File: src/rtl/adc_mon_pkg.sv
// Shared constants and FSM encoding for the ADC telemetry monitor.
package adc_mon_pkg;

    localparam int N_CH  = 6;
    localparam int ADC_W = 12;

    localparam int CH_REV = 0;
    localparam int CH_FWD = 4;
    localparam int CH_SUP = 5;

    localparam int CAUSE_REV = 0;
    localparam int CAUSE_UV  = 1;
    localparam int CAUSE_OV  = 2;

    typedef enum logic [1:0] {
        ST_IDLE  = 2'd0,
        ST_ACC   = 2'd1,
        ST_DONE  = 2'd2,
        ST_CHECK = 2'd3
    } mon_state_t;

endpackage

File: src/rtl/adc_mon_trip.sv
// PA-protection trip latch with sticky cause flags and a saturating
// count of violation-free averaging periods that gates clear_trip.
module adc_mon_trip
    import adc_mon_pkg::*;
#(
    parameter int HOLD_PERIODS = 8
) (
    input  logic       clock,
    input  logic       reset_n,
    input  logic       check,
    input  logic       viol_rev,
    input  logic       viol_uv,
    input  logic       viol_ov,
    input  logic       clear_trip,
    output logic       trip,
    output logic [2:0] trip_cause
);

    localparam logic [7:0] HOLD_LAST = 8'(HOLD_PERIODS);

    logic [7:0] hold_cnt;
    logic [2:0] viol;

    always_comb begin
        viol            = '0;
        viol[CAUSE_REV] = viol_rev;
        viol[CAUSE_UV]  = viol_uv;
        viol[CAUSE_OV]  = viol_ov;
    end

    // A check cycle never honours clear_trip, so a violation always wins.
    always_ff @(posedge clock) begin
        if (!reset_n) begin
            trip       <= 1'b0;
            trip_cause <= '0;
            hold_cnt   <= '0;
        end else if (check) begin
            if (|viol) begin
                trip       <= 1'b1;
                trip_cause <= trip_cause | viol;
                hold_cnt   <= '0;
            end else if (hold_cnt != HOLD_LAST) begin
                hold_cnt <= hold_cnt + 8'd1;
            end
        end else if (clear_trip && hold_cnt == HOLD_LAST) begin
            trip       <= 1'b0;
            trip_cause <= '0;
        end
    end

endmodule

File: src/rtl/adc_monitor.sv
// Snapshots six ADC channels per sample tick, boxcar-averages them over
// 2^AVG_LOG2 samples and checks reverse power / supply against limits.
//
//   state    | meaning
//   ST_IDLE  | wait for sample tick, capture all six inputs on it
//   ST_ACC   | add one snapshot channel per cycle into its sum
//   ST_DONE  | publish averages, clear sums, pulse avg_valid
//   ST_CHECK | compare fresh averages against limits
module adc_monitor
    import adc_mon_pkg::*;
#(
    parameter int CLK_DIVIDE   = 2048,
    parameter int AVG_LOG2     = 4,
    parameter int HOLD_PERIODS = 8
) (
    input  logic             clock,
    input  logic             reset_n,
    input  logic [ADC_W-1:0] ain1,
    input  logic [ADC_W-1:0] ain2,
    input  logic [ADC_W-1:0] ain3,
    input  logic [ADC_W-1:0] ain4,
    input  logic [ADC_W-1:0] ain5,
    input  logic [ADC_W-1:0] ain6,
    input  logic [ADC_W-1:0] rev_limit,
    input  logic [ADC_W-1:0] vsup_min,
    input  logic [ADC_W-1:0] vsup_max,
    input  logic             clear_trip,
    output logic [ADC_W-1:0] avg1,
    output logic [ADC_W-1:0] avg2,
    output logic [ADC_W-1:0] avg3,
    output logic [ADC_W-1:0] avg4,
    output logic [ADC_W-1:0] avg5,
    output logic [ADC_W-1:0] avg6,
    output logic             avg_valid,
    output logic             trip,
    output logic [2:0]       trip_cause
);

    localparam int                 SUM_W    = ADC_W + AVG_LOG2;
    localparam int                 DIV_W    = 16;
    localparam logic [DIV_W-1:0]   DIV_LAST = 16'(CLK_DIVIDE - 1);
    localparam logic [AVG_LOG2-1:0] CNT_LAST = '1;

    mon_state_t state, state_nxt;

    logic [DIV_W-1:0]    div;
    logic                tick;
    logic [2:0]          ch;
    logic                last_ch;
    logic [AVG_LOG2-1:0] sample_cnt;
    logic [ADC_W-1:0]    ain_v [N_CH];
    logic [ADC_W-1:0]    snap  [N_CH];
    logic [SUM_W-1:0]    sum   [N_CH];
    logic [ADC_W-1:0]    avg_r [N_CH];

    logic snap_load, acc_en, done_en, check_en;

    assign ain_v[0] = ain1;
    assign ain_v[1] = ain2;
    assign ain_v[2] = ain3;
    assign ain_v[3] = ain4;
    assign ain_v[4] = ain5;
    assign ain_v[5] = ain6;

    assign tick    = (div == DIV_LAST);
    assign last_ch = (ch == 3'(N_CH - 1));

    always_ff @(posedge clock) begin
        if (!reset_n) state <= ST_IDLE;
        else          state <= state_nxt;
    end

    // Ticks seen outside IDLE are simply dropped.
    always_comb begin
        state_nxt = state;
        snap_load = 1'b0;
        acc_en    = 1'b0;
        done_en   = 1'b0;
        check_en  = 1'b0;
        case (state)
            ST_IDLE: begin
                if (tick) begin
                    snap_load = 1'b1;
                    state_nxt = ST_ACC;
                end
            end
            ST_ACC: begin
                acc_en = 1'b1;
                if (last_ch)
                    state_nxt = (sample_cnt == CNT_LAST) ? ST_DONE : ST_IDLE;
            end
            ST_DONE: begin
                done_en   = 1'b1;
                state_nxt = ST_CHECK;
            end
            ST_CHECK: begin
                check_en  = 1'b1;
                state_nxt = ST_IDLE;
            end
            default: state_nxt = ST_IDLE;
        endcase
    end

    always_ff @(posedge clock) begin
        if (!reset_n) begin
            div        <= '0;
            ch         <= '0;
            sample_cnt <= '0;
            avg_valid  <= 1'b0;
            for (int i = 0; i < N_CH; i++) begin
                snap[i]  <= '0;
                sum[i]   <= '0;
                avg_r[i] <= '0;
            end
        end else begin
            div       <= tick ? '0 : div + 16'd1;
            avg_valid <= done_en;

            if (snap_load) begin
                ch <= '0;
                for (int i = 0; i < N_CH; i++) snap[i] <= ain_v[i];
            end

            if (acc_en) begin
                ch <= last_ch ? 3'd0 : ch + 3'd1;
                for (int i = 0; i < N_CH; i++)
                    if (ch == 3'(i))
                        sum[i] <= sum[i] + {{AVG_LOG2{1'b0}}, snap[i]};
                if (last_ch && sample_cnt != CNT_LAST)
                    sample_cnt <= sample_cnt + 1'b1;
            end

            if (done_en) begin
                sample_cnt <= '0;
                for (int i = 0; i < N_CH; i++) begin
                    avg_r[i] <= ADC_W'(sum[i] >> AVG_LOG2);
                    sum[i]   <= '0;
                end
            end
        end
    end

    assign avg1 = avg_r[0];
    assign avg2 = avg_r[1];
    assign avg3 = avg_r[2];
    assign avg4 = avg_r[3];
    assign avg5 = avg_r[4];
    assign avg6 = avg_r[5];

    adc_mon_trip #(
        .HOLD_PERIODS (HOLD_PERIODS)
    ) u_trip (
        .clock      (clock),
        .reset_n    (reset_n),
        .check      (check_en),
        .viol_rev   (avg_r[CH_REV] > rev_limit),
        .viol_uv    (avg_r[CH_SUP] < vsup_min),
        .viol_ov    (avg_r[CH_SUP] > vsup_max),
        .clear_trip (clear_trip),
        .trip       (trip),
        .trip_cause (trip_cause)
    );

endmodule

File: config.mk
export PLATFORM = sky130hd
export DESIGN_NAME = adc_monitor
export DESIGN_NICKNAME = d
export VERILOG_FILES = /design/src/rtl/adc_mon_pkg.sv /design/src/rtl/adc_mon_trip.sv /design/src/rtl/adc_monitor.sv
export SDC_FILE = /design/constraint.sdc
export NUM_CORES = 1
export LEC_CHECK = 0
export ABC_AREA = 1
export BUFFER_PORTS_ARGS = -buffer_cell sky130_fd_sc_hd__buf_2
export CAP_MARGIN = 20
export CORE_MARGIN = 2
export CORE_UTILIZATION = 40
export CTS_CLUSTER_DIAMETER = 50
export DETAILED_ROUTE_END_ITERATION = 16
export SLEW_MARGIN = 10
export SYNTH_ARGS = -nofsm -noshare
export SYNTH_HDL_FRONTEND = slang
export SYNTH_SLANG_ARGS = --single-unit
File: constraint.sdc
create_clock -name clock -period 5.52 [get_ports clock]
set_clock_uncertainty 0.1 [all_clocks]
set_input_delay 0 -clock clock [delete_from_list [all_inputs] [get_ports clock]]
set_output_delay 0 -clock clock [all_outputs]
set_load 0.05 [all_outputs]
# Word level (Yosys, flattened, before mapping)
# Memory sizes are Yosys's and may differ from the RTL's.
# Cells that the tools add are included.
[word_totals]
register_bits = 38
mem_bits_rw = 240
inputBits = 111
wordCells = 155
memories = 3
[classes]
n_addsub = 10
order_cmp = 3
eq_ne = 16
n_mux = 75
bitwise_logic = 26
reduce_logical = 14
[mem_list]
columns = ["name", "words", "word_bits", "rd", "rd_ports_with_merged_regs", "write_ports", "line_no", "source"]
rows = [
  ["sum", 6, 16, 6, 0, 6, "adc_monitor.sv:53", "logic [SUM_W-1:0] sum [N_CH];"],
  ["avg_r", 6, 12, 6, 0, 6, "adc_monitor.sv:54", "logic [ADC_W-1:0] avg_r [N_CH];"],
  ["snap", 6, 12, 6, 0, 6, "adc_monitor.sv:52", "logic [ADC_W-1:0] snap [N_CH];"],
]
[op_table]
columns = ["operator", "n"]
rows = [
  ["$mux W16", 12],
  ["$mux W12", 12],
  ["$add A16 B12 Y16", 6],
  ["$mux W1", 39],
  ["$gt A12 B12 Y1", 2],
  ["$or A1 B1 Y1", 24],
  ["$mux W3", 6],
  ["$add A16 B1 Y16 const B", 1],
  ["$eq A16 B11 Y1 const B", 1],
  ["$mux W8", 2],
  ["$lt A12 B12 Y1", 1],
  ["$add A8 B1 Y8 const B", 1],
  ["$eq A8 B4 Y1 const B", 1],
  ["$ne A8 B4 Y1 const B", 1],
  ["$pmux W2 S4", 1],
  ["$reduce_and A2 Y1", 4],
  ["$eq A3 B2 Y1 const B", 2],
  ["$eq A3 B3 Y1 const B", 2],
  ["$mux W2", 3],
  ["$reduce_bool A2 Y1", 3],
  ["$add A4 B1 Y4 const B", 1],
  ["$eq A2 B2 Y1 const B", 2],
  ["$eq A4 B4 Y1 const B", 1],
  ["$ne A2 B2 Y1 const B", 2],
  ["12 further kinds", 14],
]

# Longest topological paths before layout
# Gate-level depths: netlist of the first run.
[logic_depth]
word_depth = 7
ltp_mapped = 15
mapped_depth_nobuf = 15

# Cells and area by module
# From an unflattened synthesis of the first run, not the netlist that was laid out.
[hier_totals]
hier_cells = 2008
hier_area_um2 = 16258.1
[by_module_without_submodules]
columns = ["mod", "instances", "cells_per_inst", "area_each_um2"]
rows = [
  ["adc_monitor", 1, 1898, 15569.9],
  ["adc_mon_trip", 1, 110, 688.2],
]

# Worst setup path after synthesis of the first run
# Ideal clock, no wire load.
[synth_timing]
path_type = "register to register"
start = "register div[0]"
end = "memory snap[0][0] (enable)"
setup_time_ns = 0.432
arrival_ns = 2.718
path_slack_ns = 2.270
path_stages_with_launch = 10
period_less_slack_ns = 3.250
path_cell_list = "dfxtp_1 ha_1 nand2_1 inv_1 nand2_2 nor2_4 nand4_2 inv_2 nand3_1 nand2_1"
[synth_lines]
columns = ["element", "line_no", "source"]
rows = [
  ["from (decl)", "adc_monitor.sv:46", "logic [DIV_W-1:0] div;"],
  ["from (signal assigned)", "adc_monitor.sv:116", "div <= tick ? '0 : div + 16'd1;"],
  ["to (decl)", "adc_monitor.sv:52", ""],
]

==> results of run 1 <==
placed cells by master, fill, tap and decap left out, drive strengths merged, types with 41 or more instances in the layout:
| master | instances |
|---|---|
| ha | 112 |
| inv | 362 |
| nand3 | 90 |
| nand2 | 278 |
| buf | 194 |
| clkbuf | 41 |
| edfxtp | 240 |
| a21oi | 170 |
| nor2 | 253 |
| or2 | 41 |
| dlygate4sd3 | 77 |
path summary, 6_finish.rpt:
kind | from | to | slack (ps) | cells after the start
setup / recovery | state[0]$_SDFFE_PN0P_ | sum[0][9]$_SDFFCE_PP0P_ | 2570 | 6
hold / removal | vsup_min[10] | u_trip.trip_cause[1]$_SDFFE_PN0P_ | 30 | 8
setup reg to reg | state[0]$_SDFFE_PN0P_ | sum[0][9]$_SDFFCE_PP0P_ | 2570 | 6
hold reg to reg | u_trip.trip_cause[1]$_SDFFE_PN0P_ | u_trip.trip_cause[1]$_SDFFE_PN0P_ | 360 | 2
logic make-up (layout without fill, tap and decap cells):
logic type | Yosys count | in the layout | share of synthesized area
simple gates | 722 | 722 | 0.210
buf+inv | 381 | 695 | 0.0950
flops | 278 | 278 | 0.505
compound gates | 250 | 250 | 0.0862
fa+ha+maj | 118 | 118 | 0.0965
xor+xnor | 13 | 13 | 0.00722
power breakdown:
group / internal [mW] / switching [mW]
sequential: 2.35 / 0.0409
clock: 1.45 / 0.966
combinational: 0.219 / 0.379
total: 4.02 / 1.39
state kept, by name, summed over array words and instances, names as in the netlist, named ones only:
register           flops
avg_r                 72
avg_valid              1
ch                     3
div                   16
sample_cnt             4
snap                  72
state                  1
sum                   96
u_trip.hold_cnt        8
u_trip.trip            1
u_trip.trip_cause      3
final cells by class:
type | instances | area (um2)
Clock buffer | 41 | 1030
Clock inverter | 27 | 221
Fill cell | 3642 | 19600
Inverter | 356 | 1340
Multi-Input combinational cell | 1103 | 6310
Sequential cell | 278 | 7970
Tap cell | 518 | 648
Timing Repair Buffer | 271 | 1760
critical path: cells and delay by family (launching register included):
| family | cells | cell delay [ps] |
|---|---|---|
| and+or+nand+nor | 4 | 1910 |
| DFF | 1 | 340 |
| buffers and inverters | 2 | 200 |
routing by layer:
metal  up-vias  share of wire  global-route usage
li1       6380              -                   -
met1      5730           0.49               0.245
met2       264           0.45               0.292
met3        43          0.040              0.0254
met4         0          0.019              0.0467
met5         -              0                   0
==> results.json, run 1 <==
{
  "antenna_found_initial": 0,
  "leakagePower_nw": 9.03,
  "dp_hpwl_um": 26200,
  "slew_headroom": 0.404,
  "critPathCaptureType": "flip-flop",
  "nets": 2276,
  "setup_tns_ps": 0,
  "drc_errors": 0,
  "wirelength_um": 36700,
  "cts_root_buf": "clkbuf_16",
  "yosysMostFrequentCell": "inv_1",
  "wl_per_cell_um": 14.2,
  "period_share": 0.535,
  "worst_pin_slew_ps": 892,
  "p_per_area_nw_per_um2": 281,
  "synth_area_leaders": "edfxtp_1 46%, ha_1 8.9%, inv_1 8.4%, nand2_1 6.6%, a21oi_1 5.4%",
  "cts.clk_slew.worst_paths_ps": 60,
  "tritoncts": "built",
  "criticalPathCategory": "reg -> reg",
  "worstPathRequired_ps": 5560,
  "async_flop_share": 0,
  "status": "completed",
  "gr-total-overflow": 0,
  "clk_path_buf_depth": 3,
  "yosysTopAreaCellShare": 0.457,
  "critPathLaunchType": "flip-flop",
  "vias": 12417,
  "start_util": 0.406,
  "synth_seq_area_share": 0.505,
  "synthesis.nets": 1991,
  "fin_area_um2": 19300,
  "drive_gt1_frac": 0.185,
  "insertion_delay_ps": 530,
  "synth_edf_count": 240,
  "synth_area_leader_cell": "edfxtp_1",
  "grt_max_degree": 46,
  "track_usage": 0.177,
  "dpl_cell_area_um2": 17300,
  "io_buffers": 187,
  "antenna_cells": 0,
  "fmax_ghz": 0.339,
  "area_growth_pct": 22.2,
  "ir_drop_mv": 0.165,
  "dp_cells": 2449,
  "dp_slack_ps": 2580,
  "grt_pass1_vias": 12258,
  "hold_slack_ps": 28.8,
  "cts_sinks": 278,
  "fin_cells": 2594,
  "gp_congestion": 0.881,
  "cp_max_fo": 17,
  "power_mw": 5.41,
  "critPathSlowestCell": "nand3_1",
  "htreeDepth": 2,
  "synthTopCellsByCount": "352 x inv_1, 277 x nand2_1, 240 x edfxtp_1, 177 x nor2_1, 170 x a21oi_1",
  "hold_path.class": "in -> reg",
  "grt_setup_unrepaired": "false",
  "max-cap-violations": 0,
  "avgSynthCellArea_um2": 8.95,
  "synth_area_um2": 15800,
  "setup_viol": 0,
  "synth.distinct_cells": 45,
  "ys.warnings.count": 0,
  "period_needed_ps": 2950,
  "row_count": 72,
  "ys_seq_elements": 278,
  "die_width_um": 203,
  "dieArea_um2": 41000,
  "hold_viol_final": 0,
  "ant_nets": 0,
  "grt_pass1_wl_um": 59100,
  "ios": 188,
  "via_per_inst": 4.79,
  "cts_hold_buf": 77,
  "drtIter0Drc": 630,
  "final_core_util": 0.496,
  "core_area_um2": 38800,
  "dr.pass1.iters": 7,
  "syn_inst": 1762,
  "max_stage_delay_ps": 920,
  "numCtsBuffers": 37,
  "cp.arrival_ps": 2990,
  "setup_slack_ps": 2570,
  "cts.repair.resized": 0,
  "report.final.slew_viol_count": 0,
  "ys.flop_type": "edfxtp_1",
  "die_h_um": 203,
  "worstPathCellList": "inv_1 -> nor2_4 -> inv_1 -> nor2_1 -> nand3_1 -> nand3_1",
  "postCtsSetupBuffers": 0
}
(Power assumes the default switching activity.)
==> inputs of run 2 (changes only) <==
Clock period 5.52 ns to 2.6 ns, I/O delays scaled along.
==> run 2 against run 1 <==
Against the previous run:
- sequential cell count unchanged
- worst hold slack improved by 24 ps
- sequential power increased by 110%
- sequential share of layout area decreased by 0.41 points
- worst setup slack got worse by 2300 ps
- fmax increased by 26%
- critical path depth increased by 4
- register-to-register slack got worse by 2300 ps
- power increased by 110%
- clock-buffer cell count increased by 1
- wire length increased by 1.4%
- via count increased by 1.8%
- largest cell class unchanged
- largest power group unchanged
==> results.json, run 2 (synthesized netlist as in run 1, its figures left out) <==
{
  "status": "completed",
  "slew_headroom": 0.602,
  "die_width_um": 203,
  "cp.arrival_ps": 2450,
  "endpoint": "snap[2][11]$_SDFFCE_PN0P_",
  "fmax_ghz": 0.426,
  "via_per_inst": 4.85,
  "die_h_um": 203,
  "period_needed_ps": 2350,
  "drive_gt1_frac": 0.189,
  "track_usage": 0.182,
  "regArea_um2": 7970,
  "r2r_cells": 10,
  "ant_nets": 0,
  "cts.clk_slew.worst_paths_ps": 60,
  "ir_drop_mv": 0.572,
  "layout_commonest_cell": "inv_1",
  "critPathCaptureType": "flip-flop",
  "dp_slack_ps": 256,
  "grt_max_degree": 46,
  "grt_setup_unrepaired": "false",
  "grt_pass1_wl_um": 60700,
  "hold_viol_final": 0,
  "area_growth_pct": 23.4,
  "start_util": 0.406,
  "grt_pass1_vias": 12608,
  "nets": 2295,
  "wl_per_cell_um": 14.3,
  "reg2reg_slack_ps": 250,
  "holdCritStartpoint": "vsup_max[1]",
  "largest_reg_flops": 96,
  "drc_errors": 0,
  "max-cap-violations": 0,
  "leakagePower_nw": 9.12,
  "mostFrequentLayoutCells": "350 x inv_1, 276 x nand2_1, 240 x edfxtp_1",
  "drtIter0Drc": 646,
  "htreeDepth": 2,
  "core_area_um2": 38800,
  "worstPathRequired_ps": 2710,
  "worst_pin_slew_ps": 597,
  "gr-total-overflow": 0,
  "largest_registers": "sum: 96 flops, avg_r: 72 flops, snap: 72 flops",
  "hold_depth": 6,
  "fillers": 3619,
  "regToRegEndpoint": "snap[2][11]$_SDFFCE_PN0P_",
  "regMostFlops": "sum",
  "report.final.slew_viol_count": 0,
  "numCtsBuffers": 36,
  "dr.pass1.iters": 5,
  "row_count": 72,
  "io_buffers": 187,
  "ios": 188,
  "setup_tns_ps": 0,
  "cp_max_fo": 37,
  "multi_input_area_um2": 6310,
  "p_per_area_nw_per_um2": 597,
  "postCtsSetupBuffers": 0,
  "clk_path_buf_depth": 3,
  "antenna_found_initial": 1,
  "period_share": 0.902,
  "hold_path.class": "in -> reg",
  "setup_viol": 0,
  "cp-startpoint": "div[0]$_SDFF_PP0_",
  "wirelength_um": 37200,
  "dieArea_um2": 41000,
  "r2r_start": "div[0]$_SDFF_PP0_",
  "vias": 12644,
  "cts_sinks": 278,
  "criticalPathCategory": "reg -> reg",
  "cts.repair.resized": 0,
  "setup_slack_ps": 255,
  "insertion_delay_ps": 530,
  "cts_root_buf": "clkbuf_16",
  "critPathLaunchType": "flip-flop",
  "tritoncts": "built",
  "cts_hold_buf": 81,
  "gp_congestion": 0.890,
  "dp_hpwl_um": 26600
}
[run 2: area by class of cell]
type                       count  area share
antenna                        1    0.000129
clock buffer                  42      0.0501
clock inverter                20      0.0141
inverter                     356      0.0688
multi-input combinational   1103       0.324
sequential                   278       0.409
tap                          518      0.0333
timing repair buffer         291      0.0999
[run 2: how the worst min path moves through the flow]
| stage | end | slack, ps |
|---|---|---|
| 6_report | u_trip.trip_cause[2]$_SDFFE_PN0P_ | 50 |
| 5_1_grt | u_trip.trip_cause[2]$_SDFFE_PN0P_ | 90 |
| 4_1_cts | u_trip.trip_cause[2]$_SDFFE_PN0P_ | 20 |
| 3_5_place_dp | snap[5][6]$_SDFFCE_PN0P_ | 210 |
| 3_3_place_gp | snap[1][9]$_SDFFCE_PN0P_ | 200 |
| 2_1_floorplan | snap[5][0]$_SDFFCE_PN0P_ | 110 |
[run 2: routing by layer]
layer / routed length [um] / global-route usage
met3: 1800 / 0.0297
met2: 17800 / 0.317
met1: 16800 / 0.230
met4: 816 / 0.0579
met5: 0 / 0
[run 2: power breakdown]
group          switching [mW]  internal (mW)
Combinational           0.815          0.484
Clock                    1.95           3.29
Sequential             0.0841           4.99
Total                    2.85           8.76
[run 2: critical path: stages (launching register included)]
cell and delay (ps):
dfxtp_1 370, ha_1 190, nand2_1 60, inv_1 80, nand2_2 70, nor2_4 110, nand4_2 140, inv_2 140
nand3_1 180, nand2_4 270, buf_12 290
[run 2: through the flow]
step | utilization | std cells | instance area (um2) | hold slack, ps | power [mW]
2_1_floorplan | - | 1762 | 15800 | 108 | 5.99
3_3_place_gp | 0.448 | 2465 | 17400 | 204 | 6.34
3_5_place_dp | 0.448 | 2465 | 17400 | 206 | 6.36
4_1_cts | 0.501 | 2608 | 19500 | 19.6 | 11.8
5_1_grt | 0.501 | 2608 | 19500 | 90.6 | 12.1
6_report | 0.501 | 2609 | 19500 | 52.9 | 11.6
==> inputs of run 3 (changes only) <==
Settings changed: CORE_ASPECT_RATIO from default to 0.75, CORE_MARGIN 2 to 1.
==> run 3 against run 2 <==
Against the previous run:
- non-clock buffer count decreased by 5
- sequential cell count is the same
- sequential share of layout area up 0.085 points
- worst hold slack got worse by 32 ps
- clock power is 3% lower
- die area down 1.9%
- power down 1.5%
- utilization increased by 0.25 points
- critical endpoint is now u_trip.hold_cnt[3]$_SDFFE_PN0P_
- largest cell class unchanged
==> results.json, run 3 (synthesized netlist as in run 1, its figures left out) <==
{
  "regToRegEndpoint": "u_trip.hold_cnt[3]$_SDFFE_PN0P_",
  "cp.arrival_ps": 2730,
  "row_count": 62,
  "pwr-share-comb": 0.112,
  "largest_reg_flops": 96,
  "clk_path_buf_depth": 3,
  "holdPathEnd": "u_trip.trip_cause[1]$_SDFFE_PN0P_",
  "setup_viol": 0,
  "htreeDepth": 2,
  "area_growth_pct": 23.2,
  "ant_nets": 0,
  "vias": 12471,
  "holdCritStartpoint": "vsup_min[0]",
  "hold_depth": 9,
  "cts_sinks": 278,
  "worstPathRequired_ps": 2910,
  "period_needed_ps": 2420,
  "drive_gt1_frac": 0.188,
  "hold_path.class": "in -> reg",
  "worstPathCellList": "ha_1 -> a21oi_2 -> dlygate4sd3_1 -> o21ai_0 -> nor2_1 -> nand2_1 -> nand3_2 -> nand2_4 -> o211ai_1 -> inv_1",
  "r2r_cells": 10,
  "cts_root_buf": "clkbuf_16",
  "largest_registers": "sum: 96 flops, avg_r: 72 flops, snap: 72 flops",
  "grt_util_met1": 0.257,
  "grt_max_degree": 44,
  "drc_errors": 0,
  "regMostFlops": "sum",
  "fmax_ghz": 0.413,
  "drtIter0Drc": 737,
  "fin_cells": 2600,
  "grt_use_met3": 0.0277,
  "dr.pass1.iters": 6,
  "die_h_um": 174,
  "p_per_area_nw_per_um2": 589,
  "max-cap-violations": 0,
  "gp_congestion": 0.899,
  "gr-total-overflow": 0,
  "met2_usage": 0.281,
  "cp_top_family": "buffers and inverters",
  "antenna_found_initial": 0,
  "via_per_inst": 4.80,
  "leakagePower_nw": 9.09,
  "p_clk_frac": 0.445,
  "p_int_mw": 8.60,
  "numCtsBuffers": 36,
  "swShare": 0.248,
  "nets": 2290,
  "dieArea_um2": 40200,
  "reg2reg_slack_ps": 180,
  "grt_pass1_vias": 12037,
  "report.final.slew_viol_count": 0,
  "top_usage_layer": "met2",
  "io_buffers": 187,
  "wl_per_cell_um": 13.7,
  "worst_pin_slew_ps": 772,
  "path_buf_inv": 2,
  "p_seq_frac": 0.443,
  "layout_commonest_cell": "inv_1",
  "slew_headroom": 0.484,
  "wirelength_um": 35700,
  "period_share": 0.931,
  "mostFrequentLayoutCells": "350 x inv_1, 275 x nand2_1, 240 x edfxtp_1",
  "die_width_um": 231,
  "critPathCaptureType": "flip-flop",
  "cp_max_fo": 8,
  "final_core_util": 0.504,
  "hold_slack_ps": 20.7,
  "insertion_delay_ps": 530,
  "tritoncts": "built",
  "criticalPathCategory": "reg -> reg",
  "hold_viol_final": 0,
  "status": "completed",
  "start_util": 0.409,
  "dp_hpwl_um": 25300,
  "ir_drop_mv": 0.387,
  "dp_cells": 2456,
  "critPathLaunchType": "flip-flop",
  "core_area_um2": 38600,
  "ios": 188,
  "power_switching_mw": 2.84,
  "antenna_cells": 0,
  "cts.clk_slew.worst_paths_ps": 60,
  "track_usage": 0.179,
  "setup_tns_ps": 0,
  "critPathSlowestCell": "dlygate4sd3_1",
  "r2r_start": "avg_r[0][71]$_SDFFCE_PN0P_",
  "max_stage_delay_ps": 560,
  "grt_setup_unrepaired": "false",
  "grt_pass1_wl_um": 58700
}
## run 3: cell types whose count changed in the layout (fill, tap and decap cells not counted), sizes merged
cell and delta:
inv -1, clkbuf +3, clkinvlp +2, buf -3, bufinv -1, diode -1
dlygate4sd3 -2
## run 3: worst reg2reg max path, delay by kind of cell, from the launching register on
family          cells  cell delay (ps)
compound gates      3              330
buf+inv             2              620
flops               1              420
simple gates        4              490
fa+ha+maj           1              340
## run 3: timing repair
item,in CTS,in global routing
buffers inserted,0,0
setup endpoints to repair,0,9
endpoints found under the hold margin,104,0
hold buffers,79,0
resized for setup,0,4
## run 3: layout make-up
cell class	count	area (um2)
multi-input cells	1103	6330
flip-flops and latches	278	7970
clock inverters	20	253
repair buffers	286	1940
fillers	3577	19100
clock buffers	45	956
well taps	512	641
inverters	356	1340
## run 3: worst max-delay path by stage
stage                                                 end  slack, ps  cells past startpoint                  startpoint
after CTS                 u_trip.hold_cnt[3]$_SDFFE_PN0P_         30                     10  avg_r[0][71]$_SDFFCE_PN0P_
after global routing      u_trip.hold_cnt[0]$_SDFFE_PN0P_         30                     10  avg_r[0][71]$_SDFFCE_PN0P_
after detailed placement         snap[1][8]$_SDFFCE_PN0P_        300                     10           div[0]$_SDFF_PP0_
final                     u_trip.hold_cnt[3]$_SDFFE_PN0P_        180                     10  avg_r[0][71]$_SDFFCE_PN0P_
after global placement           snap[1][8]$_SDFFCE_PN0P_        310                     10           div[0]$_SDFF_PP0_
after floorplan                  snap[0][0]$_SDFFCE_PN0P_          8                      9           div[0]$_SDFF_PP0_
## run 3: through the flow
step | worst slack [ps] | power, mW | area, um2
6_report | 180 | 11.4 | 19400
5_1_grt | 25.5 | 11.9 | 19400
4_1_cts | 31.2 | 11.6 | 19400
3_5_place_dp | 302 | 6.34 | 17400
3_3_place_gp | 310 | 6.32 | 17400
2_1_floorplan | 7.95 | 5.99 | 15800
## run 3: routing by layer
layer  part of all wire  vias to the layer above
met4              0.017                        0
met3              0.045                       49
met1               0.50                     5754
met2               0.44                      255
li1                   -                     6413
met5                  0                        -
## run 3: power groups by stage
stage | Clock [mW] | Sequential (mW) | Combinational [mW]
floorplan | 0 | 5.28 | 0.712
global placement | 0 | 5.16 | 1.16
detailed placement | 0 | 5.16 | 1.18
CTS | 5.23 | 5.07 | 1.28
global route | 5.41 | 5.08 | 1.44
finish | 5.09 | 5.07 | 1.28
